===== src/rtl/display_scan_ctrl.sv =====
// rtl/display_scan_ctrl.sv - 4-digit multiplexed 7-segment scan controller with Sel alternation
// Optional leading-zero blanking of Mil/Cen/Dec when DISP_BLANK_ZERO_EN is defined.
module display_scan_ctrl #(
  parameter int REFRESH_DIV   = 50000,
  parameter int TOGGLE_FRAMES = 400
) (
  input  logic       clk,
  input  logic       reset,
  input  logic [3:0] Uni,
  input  logic [3:0] Dec,
  input  logic [3:0] Cen,
  input  logic [3:0] Mil,
  input  logic       Modo,
  input  logic       Btn_Sel,
  output logic       Sel,
  output logic [3:0] An,
  output logic [6:0] Seg,
  output logic       Dp
);

  localparam int DIV_W = (REFRESH_DIV > 2) ? $clog2(REFRESH_DIV) : 1;
  localparam int FR_W  = (TOGGLE_FRAMES > 1) ? $clog2(TOGGLE_FRAMES) : 1;
  localparam logic [DIV_W-1:0] DIV_MAX = DIV_W'(REFRESH_DIV - 1);
  localparam logic [FR_W-1:0]  FR_MAX  = FR_W'(TOGGLE_FRAMES - 1);

  localparam logic [0:0] ST_LOAD = 1'b0;
  localparam logic [0:0] ST_SCAN = 1'b1;

  localparam logic [6:0] SEG_BLANK = 7'b1111111;
  localparam logic [6:0] SEG_MINUS = 7'b0111111;

  logic [0:0]       state_q, state_d;
  logic [DIV_W-1:0] div_q, div_d;
  logic [1:0]       idx_q, idx_d;
  logic [FR_W-1:0]  fcnt_q, fcnt_d;
  logic             pend_q, pend_d;
  logic [2:0]       sync_q, sync_d;
  logic [15:0]      snap_q, snap_d;
  logic             sel_q, sel_d;
  logic [3:0]       an_q, an_d;
  logic [6:0]       seg_q, seg_d;
  logic             dp_q, dp_d;

  logic       scanning;
  logic       tick;
  logic       frame_end;
  logic       btn_rise;
  logic [3:0] digit;
  logic       blank_digit;

  function automatic logic [6:0] seg7(input logic [3:0] d);
    logic [6:0] s;
    case (d)
      4'd0:    s = 7'b1000000;
      4'd1:    s = 7'b1111001;
      4'd2:    s = 7'b0100100;
      4'd3:    s = 7'b0110000;
      4'd4:    s = 7'b0011001;
      4'd5:    s = 7'b0010010;
      4'd6:    s = 7'b0000010;
      4'd7:    s = 7'b1111000;
      4'd8:    s = 7'b0000000;
      4'd9:    s = 7'b0010000;
      default: s = SEG_MINUS;
    endcase
    return s;
  endfunction

  assign scanning  = (state_q == ST_SCAN);
  assign tick      = scanning && (div_q == DIV_MAX);
  assign frame_end = tick && (idx_q == 2'd3);
  assign btn_rise  = sync_q[1] & ~sync_q[2];
  assign digit     = snap_q[{idx_q, 2'b00} +: 4];

`ifdef DISP_BLANK_ZERO_EN
  // A digit is a leading zero when it and every more-significant digit are zero.
  always_comb begin
    blank_digit = 1'b0;
    case (idx_q)
      2'd3:    blank_digit = (snap_q[15:12] == 4'd0);
      2'd2:    blank_digit = (snap_q[15:8] == 8'd0);
      2'd1:    blank_digit = (snap_q[15:4] == 12'd0);
      default: blank_digit = 1'b0;
    endcase
  end
`else
  assign blank_digit = 1'b0;
`endif

  always_comb begin
    state_d = state_q;
    div_d   = div_q;
    idx_d   = idx_q;
    snap_d  = snap_q;
    case (state_q)
      ST_LOAD: begin
        state_d = ST_SCAN;
        snap_d  = {Mil, Cen, Dec, Uni};
        div_d   = '0;
        idx_d   = 2'd0;
      end
      default: begin
        div_d = tick ? '0 : div_q + 1'b1;
        if (tick) begin
          idx_d = idx_q + 2'd1;
        end
        if (frame_end) begin
          state_d = ST_LOAD;
        end
      end
    endcase
  end

  // Sel only moves at a frame boundary, so the encoder settles before the next LOAD.
  always_comb begin
    sync_d = {sync_q[1:0], Btn_Sel};
    fcnt_d = fcnt_q;
    sel_d  = sel_q;
    pend_d = pend_q;
    if (Modo) begin
      fcnt_d = '0;
      if (frame_end && pend_q) begin
        sel_d = ~sel_q;
      end
      if (btn_rise) begin
        pend_d = 1'b1;
      end else if (frame_end) begin
        pend_d = 1'b0;
      end
    end else begin
      pend_d = 1'b0;
      if (frame_end) begin
        if (fcnt_q == FR_MAX) begin
          fcnt_d = '0;
          sel_d  = ~sel_q;
        end else begin
          fcnt_d = fcnt_q + 1'b1;
        end
      end
    end
  end

  always_comb begin
    an_d  = 4'b1111;
    seg_d = SEG_BLANK;
    dp_d  = 1'b1;
    if (scanning) begin
      an_d  = ~(4'b0001 << idx_q);
      seg_d = blank_digit ? SEG_BLANK : seg7(digit);
      dp_d  = ~(sel_q && (idx_q == 2'd3));
    end
  end

  always_ff @(posedge clk) begin
    if (reset) begin
      state_q <= ST_LOAD;
      div_q   <= '0;
      idx_q   <= 2'd0;
      fcnt_q  <= '0;
      pend_q  <= 1'b0;
      sync_q  <= 3'b000;
      snap_q  <= 16'd0;
      sel_q   <= 1'b0;
      an_q    <= 4'b1111;
      seg_q   <= SEG_BLANK;
      dp_q    <= 1'b1;
    end else begin
      state_q <= state_d;
      div_q   <= div_d;
      idx_q   <= idx_d;
      fcnt_q  <= fcnt_d;
      pend_q  <= pend_d;
      sync_q  <= sync_d;
      snap_q  <= snap_d;
      sel_q   <= sel_d;
      an_q    <= an_d;
      seg_q   <= seg_d;
      dp_q    <= dp_d;
    end
  end

  assign Sel = sel_q;
  assign An  = an_q;
  assign Seg = seg_q;
  assign Dp  = dp_q;

endmodule

===== config.mk =====
export PLATFORM = sky130hd
export DESIGN_NAME = display_scan_ctrl
export DESIGN_NICKNAME = d
export VERILOG_FILES = /design/src/rtl/display_scan_ctrl.sv
export SDC_FILE = /design/constraint.sdc
export NUM_CORES = 1
export LEC_CHECK = 0
export CAP_MARGIN = 25
export CORE_ASPECT_RATIO = 0.8
export CORE_MARGIN = 10
export CORE_UTILIZATION = 62
export CTS_BUF_LIST = sky130_fd_sc_hd__clkbuf_8
export CTS_CLUSTER_DIAMETER = 60
export DETAILED_ROUTE_END_ITERATION = 10
export PLACE_DENSITY = 0.87
export SKIP_CTS_REPAIR_TIMING = 1
export SYNTH_ARGS = -nofsm -noshare
export SYNTH_HDL_FRONTEND = slang
export SYNTH_SLANG_ARGS = --single-unit

===== constraint.sdc =====
create_clock -name clk -period 3.54 [get_ports clk]
set_clock_uncertainty 0.2 [all_clocks]
set_input_delay 0.531 -clock clk [delete_from_list [all_inputs] [get_ports clk]]
set_output_delay 0.531 -clock clk [all_outputs]
set_load 0.1 [all_outputs]

Yosys cells after proc, flatten, opt, wreduce, memory -nomap -nowiden
Memories as Yosys holds them, arrays and structs flattened. A register that Yosys moved wholly into a read port is not among the register bits.
Cells that the tools add are included.
{ "word_totals": {"elab_cells": 48, "mem_bits_rw": 0, "out_inout_bits": 13, "latch_bits": 0, "regBits": 54, "input_bits": 20, "memories": 1, "rom_bits": 112} }
{ "classes": {"n_mul": 0, "addsub": 3, "eq_ne": 4, "n_bitwise": 7, "n_reduce_logical": 12, "shifts": 2, "div": 0, "n_mux": 9, "order_cmp": 0} }
{ "mem_list": {"columns": ["memory", "words", "width", "rd", "rd_ports_with_merged_regs", "write_ports", "line", "text"], "rows": [
  ["(no name shown)", 16, 7, 1, 1, 0, "53", "case (d)"]
]} }
{ "ops": {"columns": ["operator", "count"], "rows": [
  ["$add A16 B1 Y16 const B", 1],
  ["$eq A16 B16 Y1 const B", 1],
  ["$shiftx A16 B5 Y4", 1],
  ["$add A9 B1 Y9 const B", 1],
  ["$eq A9 B9 Y1 const B", 1],
  ["$mux W9", 1],
  ["$mux W1", 8],
  ["$reduce_bool A2 Y1", 3],
  ["$reduce_or A2 Y1", 3],
  ["$not A1 Y1", 5],
  ["$logic_and A1 B1 Y1", 4],
  ["$not A4 Y4", 1],
  ["$shl A1 B2 Y4 const A", 1],
  ["$reduce_and A3 Y1", 1],
  ["$reduce_or A3 Y1", 1],
  ["$add A2 B1 Y2 const B", 1],
  ["$eq A2 B2 Y1 const B", 1],
  ["$ne A2 B1 Y1 const B", 1],
  ["$and A1 B1 Y1", 1]
]} }

Longest topological paths before layout
{ "logic_depth": {"word_depth": 6, "mapped_depth": 8, "depth_no_buf": 7} }

Worst setup path after synthesis
Ideal clock, no wire load.
{ "synth_path": {"path_type": "register to register", "start": "register idx_q[0]", "end": "register seg_q[4] (netlist: Seg[4])", "n_path_buf": 1, "arrival_ns": 1.799, "stages_incl_launch_ff": 9, "synth_period_minus_slack_ns": 2.124, "path_slack_ns": 1.416, "required_time_ns": 3.215, "cell_sequence": "dfxtp_1 buf_2 mux4_2 inv_1 ha_1 inv_1 mux2_2 mux2i_1 nand2_1"} }
{ "synth_via": {"elab_chain_len": 1} }
{ "synth_lines": {"columns": ["item", "line", "text"], "rows": [
  ["from (decl)", "34", "logic [1:0] idx_q, idx_d;"],
  ["from (signal assigned)", "170", "idx_q <= idx_d;"],
  ["$shiftx A16 B5 Y4", "73", "assign digit = snap_q[{idx_q, 2'b00} +: 4];"],
  ["to (decl)", "41", "logic [6:0] seg_q, seg_d;"]
]} }
Every way passes these cells.
A chain may end at the register's enable or synchronous reset.

Final worst setup path
{ "layout_path": {"start": "register sel_q (netlist: Sel)", "end": "output Sel"} }
{ "layout_rtl": {"columns": ["item", "line", "text"], "rows": [
  ["from (decl)", "39", "logic sel_q, sel_d;"],
  ["from (signal assigned)", "175", "sel_q <= sel_d;"],
  ["to (decl)", "15", "output logic Sel,"]
]} }
No word-level cell between the ends.

==> run metrics <==
status=complete, no violations; Worst Tran Pin Value=about 1.0 ns; total track usage=between 15 and 20%; Static Leak=1.216 nW; drt drc=0; final RePlAce weighted congestion=between 0.8 and 0.9; crit path launch type=flip-flop; number of global-route vias before repair=approximately 2.1k; H-tree levels=3; largest net degree at the start of global routing=20; crit path kind=flip-flop to output port; worst vdd ir=~280 uV; Place WS=approximately 1.1 ns; Final Slew Violations=0; synth cell count leaders=61 x dfxtp_1, 35 x nor2_1, 20 x nand2_1; mapped cell area=between 0.002 and 0.003 mm^2; Max Freq=around 380 MHz; Worst-path clk slew=0.06 ns; slack of the critical path=approximately 0.94 ns; # IOs=33; Reg2Reg Setup Slack=approximately 1.0 ns; Die Width=94.46 um; Max Cap Violations=0; area grow syn2layout=20.79%; initial core utilization=between 60% and 70%; CTS buffer count=9; hold crit path type=flip-flop to flip-flop; yosys synthesis warning count=0; post-synth top area cell=dfxtp_1; Clock Tree Buf Depth=2; slowest library cell on the worst path=clkdlybuf4s50_1; sequential area share after synthesis=44.40%; global-route wire length before repair=10.03 mm; share of cells above drive strength 1=under 10%; Tcrit/Tclk final=73.45%; Yosys cell types=44; Clock Latency Late Sink=about 0.34 ns; initial antenna violation count=0; Avg Cell Area, Syn=between 9 and 10 um^2; FP Rows=21; drt first pass iters=5; CP Data Required Time=roughly 2.8 ns; per-cell routed wire length=15.11 um; antenna cells=0; share of the synthesized area in the top cell type=roughly 44%; Num Clock Sinks=approximately 60; ANT nets after route=0; total power=~1.5 mW; cells after synthesis=between 200 and 300; Filler Cells Inserted=298; Crit Path Max Fanout=4; ys async rst share=0%; crit-path cells=clkdlybuf4s50_1; Synth Flop Type=dfxtp_1; clock root buffer=clkbuf_8; Power per Cell Area=between 400 and 500 mW/mm^2; FF/Latch Area=roughly 0.0012 mm^2; final WL=roughly 5.9 mm; die height=79.57 um; Fin Hold WS=around 0.24 ns; Seq cells post-synth=61; arrival time worst endpoint=about 1.9 ns; Syn Nets=roughly 330; IO buf count=32; WP buf/inv=1; die area=0.007516 mm^2; most frequent cell after synthesis=dfxtp_1; total gr overflow=0; via count=around 2.2k; gate family responsible for the most delay along the worst path=buffers and inverters; ranking of synthesized cells by area=dfxtp_1 44%, mux2i_1 6.9%, ha_1 5.0%; Finish-stage setup viols=0; number of vias per cell=between 5 and 6; Final Critical Period=2.600 ns; Final Hold Viols=0; initial DRC count=approximately 150; RSZ-0062 raised after global routing=false; Slew headroom=between 30% and 40%; TritonCTS clock tree=done; area of the multi-input gates=roughly 0.0014 mm^2; Setup crit end kind=output port; Final nets=around 360; Core Region=about 0.0042 mm^2; critical path's largest stage delay=approximately 1.2 ns; Setup Total Neg Slack=0 ns; Post-DP HPWL=approximately 4.1 mm; EDFF count, synth=0
-- registers in the layout, indices dropped and copies added, names as in the netlist --
| name | count |
|---|---|
| Dp | 1 |
| scanning | 1 |
| sync_q | 3 |
| Sel | 1 |
| snap_q | 16 |
| pend_q | 1 |
| An | 4 |
| div_q | 16 |
| fcnt_q | 9 |
| idx_q | 2 |
| Seg | 7 |
-- cell usage in the layout, fill, tap and decap left out, types with 10 or more instances in the layout --
cell type,n
clkbuf_8,10
clkdlybuf4s50_1,32
mux2i_1,19
nand2_1,20
dfxtp_1,61
a21oi_1,11
o21ai_0,12
nor2_1,35
inv_1,13
nand3_1,17
ha_1,11
-- stage by stage --
stage | util [%] | instances | area, um^2
floorplan | - | 296 | 2750
global placement | 73.79 | 376 | 3122
detailed placement | 73.79 | 376 | 3122
CTS | 78.35 | 392 | 3314
global route | 78.53 | 393 | 3322
finish | 78.53 | 393 | 3322
-- kinds of logic (layout without fill, tap and decap cells) --
logic type,Yosys count,in the layout,share of synthesized area [%]
and+or+nand+nor,122,122,23.39
DFF,61,61,44.40
AOI/OAI and AO/OA,41,41,9.190
buffers and inverters,25,65,3.594
muxes,24,24,10.60
xor gates and xnor gates,12,12,3.822
adders and majority gates,11,11,5.004
-- power breakdown --
part           switching [mW]  total [mW]  internal [mW]
sequential            0.00894       0.716          0.707
combinational          0.0894       0.146         0.0567
clock                   0.256       0.592          0.336
-- layer usage --
layer  wire length [um]  vias up  GRT usage [%]
li1                   -     1119              -
met1               2706     1033          20.91
met2               2800       70          24.59
met3                375        7          7.049
met4                 57        0          6.119
met5                  0        -              0
-- final timing paths --
kind	from	to	cells after the start
max	Sel$_SDFFE_PP0P_	Sel	1
min reg2reg	Sel$_SDFFE_PP0P_	Dp$_SDFF_PP1_	1
min	Sel$_SDFFE_PP0P_	Dp$_SDFF_PP1_	1
max reg2reg	idx_q[0]$_SDFFE_PP0P_	fcnt_q[3]$_SDFFE_PP0P_	5
-- final cells by class --
class	instances	share of cell area (%)
well taps	57	2.147
flip-flops and latches	61	36.76
clock buffers	10	4.143
inverters	11	1.243
repair buffers	38	11.00
multi-input cells	210	43.05
clock inverters	6	1.657
(Power assumes the default switching activity.)
==> edit 1, RTL diff (same flow settings) <==
The option `DISP_BLANK_ZERO_EN` is turned on by a define.
--- a/src/rtl/display_scan_ctrl.sv
+++ b/src/rtl/display_scan_ctrl.sv
@@ -1,5 +1,7 @@
 // rtl/display_scan_ctrl.sv - 4-digit multiplexed 7-segment scan controller with Sel alternation
 // Optional leading-zero blanking of Mil/Cen/Dec when DISP_BLANK_ZERO_EN is defined.
+`define DISP_BLANK_ZERO_EN
+
 module display_scan_ctrl #(
   parameter int REFRESH_DIV   = 50000,
   parameter int TOGGLE_FRAMES = 400
Formal check against the unedited RTL: no difference found for any inputs over 10 cycles, from zero or initial values and one cycle with reset high; that may be too few to reach the edited logic, so the function may still have changed.
==> edit 1 against the unedited design <==
  * Total power grew 2.4%
  * Design area is 3.7% higher
  * Sequential cell count stayed put
  * Sequential share of layout area fell by 1.3 points
  * Clock power rose by 3.7%
  * Final cell count increased by 3.3%
  * Hold slack about the same
  * Fmax shrank 0.49%
  * Critical path depth unchanged
  * Wire length up 12%
  * Area after synthesis grew 6.1%
  * Worst setup slack lost 13 ps
==> edit 1: results (changes against the unedited design) <==
status completed; Placer Congestion 0.9071 (+4.5%); Yosys warnings 0 (unchanged); DRT iter0 DRCs 169 (+16%); DR pass1 iterations 4 (-1); CTS buffer count 9 (unchanged); Hold Path Origin Sel; HPWL Detailed 4657 um (+12%); Nets 373 (+3.0%); Slew @ Worst Pin 977.0 ps (-21.24 ps); number of global-route vias before repair 2,307 (+7.4%); hold crit path type reg -> reg; H-tree depth 3 (unchanged); final cell count without fillers 406 (+3.3%); Max stage delay on crit path 1160 ps; first-pass GRT wire length 11,030 um (+10%); R2R Path Start idx_q[0]; Port Buffers 32 (unchanged); syn avg cell area 9.378 um2 (+0.94%); R2R setup slack 1100 ps (+60 ps); Critical Path AT 1880 ps; Commonest cells post-synth dfxtp_1, nor2_1, nand2_1; n_diodes 0 (unchanged); placed cell areas 0.003244 mm2 (+3.9%); CP max FO 4 (unchanged); worst r2r path cells 5 (unchanged); Hold Path End Dp; Static Leak 1.226 nW (+0.81%); top cells by area, synth dfxtp_1, mux2i_1, nor2_1; via count 2,431 (+9.1%); Top Family by Delay on Critical Path buffers and inverters; ys async rst share 0% (unchanged); Sw Share 26.61% (+2.2 points); largest net degree at the start of global routing 22 (+10%); Placed Cells 390 (+3.7%); CP max-delay cell clkdlybuf4s50_1; post-synth net total 343 (+4.9%); Worst-path clk slew 70 ps; Seq/Total Area, Yosys 41.87% (-2.5 points); largest vdd supply drop 387.1 uV (+40%); Tot GR Track Use 16.95% (+0.38 points); clock latency on the worst-skew pair 350 ps; initial antenna violation count 0 (unchanged); Avg WL per Cell 16.36 um (+8.3%); clock tree root buffer cell clkbuf_8; top flop regs div_q x16, snap_q x16, fcnt_q x9; RR Endpoint fcnt_q[7]; final hold slack 237.2 ps (-0.3310 ps); Synth cell types 56 (+27%); share of cells above drive strength 1 9.538% (+0.61 points); hold depth 1 (unchanged); Longest Clk Path Bufs 2 (unchanged)
[edit 1: cell count changes after synthesis, moves of 4 or more]
cell	delta
o21ai_1	+8
and3_1	-4
o21ai_0	-11
xnor2_1	+4
nand4_1	+4
nand3_1	-4
or3_1	-4
nor2_1	+8
nor3_1	+5
o211ai_1	+4
[edit 1: worst max-delay path by stage]
stage | startpoint | end | slack (ps) | cells after the start
after floorplan | idx_q[1] | Sel | 1470 | 5
after global placement | idx_q[0] | Sel | 1220 | 5
after detailed placement | idx_q[0] | Sel | 1110 | 5
after CTS | Sel | Sel | 920 | 1
after global routing | Sel | Sel | 900 | 1
final | Sel | Sel | 930 | 1
[edit 1: area by class of cell]
cell class	instances	area (um2)
Multi-Input combinational cell	225	1575
Sequential cell	61	1221
Fill cell	338	1125
Timing Repair Buffer	34	335.3
Clock buffer	9	123.9
Clock inverter	7	76.32
Tap cell	60	75.07
Inverter	10	37.54
[edit 1: cell families after synthesis]
family	synth area share (%)
AOI/OAI and AO/OA	10.73
xor gates and xnor gates	3.904
and+or+nand+nor	24.93
DFF	41.87
buffers and inverters	4.118
adders and majority gates	5.148
muxes	9.309
[edit 1: routing by layer]
| layer | routed length, um | GRT usage [%] | share of wire, % |
|---|---|---|---|
| met1 | 3051 | 20.91 | 46 |
| met2 | 3033 | 26.73 | 46 |
| met3 | 424 | 5.259 | 6.4 |
| met4 | 134 | 8.088 | 2.0 |
| met5 | 0 | 0 | 0 |
[edit 1: stage by stage]
stage	setup WS [ps]	utilization (%)
after detailed placement	1107	71.00
final	927.2	75.38
after global routing	900.6	75.38
after CTS	917.7	75.38
after global placement	1221	71.00
after floorplan	1467	-
[edit 1: power groups by stage]
stage               registers (mW)  logic [mW]  clock network (mW)
finish                       0.719       0.156               0.614
global route                 0.721       0.167               0.655
CTS                          0.719       0.156               0.626
detailed placement           0.734       0.154                   0
global placement             0.733       0.151                   0
floorplan                    0.773      0.0639                   0
==> edit 2, RTL diff (same settings) <==
Made on the original files. One comparison of `fcnt_q` changes from == to >=.
--- a/src/rtl/display_scan_ctrl.sv
+++ b/src/rtl/display_scan_ctrl.sv
@@ -130,7 +130,7 @@
     end else begin
       pend_d = 1'b0;
       if (frame_end) begin
-        if (fcnt_q == FR_MAX) begin
+        if (fcnt_q >= FR_MAX) begin
           fcnt_d = '0;
           sel_d  = ~sel_q;
         end else begin
Function: no difference found for any inputs over 10 cycles, from zero or initial values and one cycle with reset high; that may be too few to reach the edited logic, so the function may still have changed.
==> edit 2 against the unedited design <==
  * Design area fell by 4.1%
  * Area after synthesis down 4.6%
  * Sequential share of layout area up 1.6 points
  * Critical path type unchanged
  * Register-to-register slack better by 140 ps
  * Sequential cell count unchanged
  * Critical path depth did not move
  * Worst setup slack got worse by 42 ps
  * Fmax decreased by 1.6%
  * Global-route usage shrank 1.3 points
  * Synthesized cell count shrank 5.7%
  * Total power grew 0.97%
  * Final cell count down 4.6%
  * Wire length shrank 12%
==> edit 2: results (changes against the unedited design) <==
status completed; n_diodes 0 (unchanged); Top Family by Delay on Critical Path buffers and inverters; Max stage delay on crit path 1160 ps; Synth cell types 37 (-16%); largest vdd supply drop 305.9 uV (+11%); top cells by area, synth dfxtp_1, mux2i_1, nor2_1; post-synth net total 310 (-5.2%); Final Slew Violations 0 (unchanged); Seq/Total Area, Yosys 46.54% (+2.1 points); Longest Clk Path Bufs 2 (unchanged); internal power 1.102 mW (+0.20%); number of global-route vias before repair 1,916 (-11%); clock latency on the worst-skew pair 340 ps (about the same); top flop regs div_q x16, snap_q x16, fcnt_q x9; via count 1,994 (-11%); WL final 5240 um (-12%); Placer Congestion 0.8212 (-5.4%); ys async rst share 0% (unchanged); share of cells above drive strength 1 9.748% (+0.82 points); CP max FO 4 (unchanged); Critical Path AT 1910 ps (+40 ps); Slew @ Worst Pin 998.6 ps (+0.4145 ps); largest net degree at the start of global routing 27 (+35%); DRT iter0 DRCs 124 (-15%); H-tree depth 3 (unchanged); CP max-delay cell clkdlybuf4s50_1; HPWL Detailed 3568 um (-14%); Nets 344 (-5.0%); hold depth 1 (unchanged); clock tree root buffer cell clkbuf_8; worst slack at placement 1238 ps (+180.9 ps); DR pass1 iterations 4 (-1); Worst-path clk slew 70 ps; hold crit path type reg -> reg; fillers 286 (-4.0%); Static Leak 1.224 nW (+0.65%); Yosys warnings 0 (unchanged); Port Buffers 32 (unchanged); CTS buffer count 9 (unchanged); first-pass GRT wire length 8714 um (-13%); Tot GR Track Use 15.28% (-1.3 points); Commonest cells post-synth dfxtp_1, nor2_1, nand2_1; initial antenna violation count 0 (unchanged); sequential share of power 48.7% (-0.5 points); worst r2r path cells 6 (+1)
edit 2: cell families after synthesis:
logic type | count (synthesis) | share of synthesized area (%)
AO/OA/AOI/OAI | 16 | 3.434
flip-flops | 61 | 46.54
XOR/XNOR | 21 | 7.010
multiplexers | 26 | 11.40
buffers and inverters | 17 | 2.623
AND/OR/NAND/NOR | 127 | 23.75
adder cells (fa/ha/maj) | 11 | 5.246
edit 2: area by class of cell:
cell class	instances	area [um2]	area share, %
Clock buffer	10	137.6	4.322
Clock inverter	6	62.56	1.965
Inverter	6	22.52	0.7073
Multi-Input combinational cell	201	1334	41.89
Sequential cell	61	1221	38.35
Tap cell	57	71.32	2.240
Timing Repair Buffer	34	335.3	10.53
edit 2: power by group through the flow:
stage / sequential (mW) / combinational [mW] / clock, mW
6_report: 0.715 / 0.143 / 0.610
5_1_grt: 0.717 / 0.153 / 0.654
4_1_cts: 0.715 / 0.144 / 0.625
3_5_place_dp: 0.730 / 0.142 / 0
3_3_place_gp: 0.729 / 0.139 / 0
2_1_floorplan: 0.771 / 0.0544 / 0
edit 2: worst paths after layout:
check	start	to	slack (ps)
max reg2reg	div_q[0]	div_q[13]	1180
min reg2reg	sync_q[0]	sync_q[1]	260
min	sync_q[0]	sync_q[1]	260
max	Sel	Sel	900
edit 2: metal layers:
metal	up-vias	track usage [%]	share of wire, %
li1	1007	-	-
met1	942	17.42	45
met2	36	23.52	48
met3	9	8.745	5.2
met4	0	5.385	1.7
met5	-	0	0
edit 2: per-stage QoR:
stage,hold WS (ps),cell area [um2],power (mW),utilization (%),cells
floorplan,213.8,2624,0.8256,-,279
global placement,227.3,2984,0.8684,72.34,359
detailed placement,237.8,2984,0.8717,72.34,359
CTS,259.0,3184,1.484,77.19,375
global route,274.1,3184,1.524,77.19,375
finish,256.1,3184,1.468,77.19,375
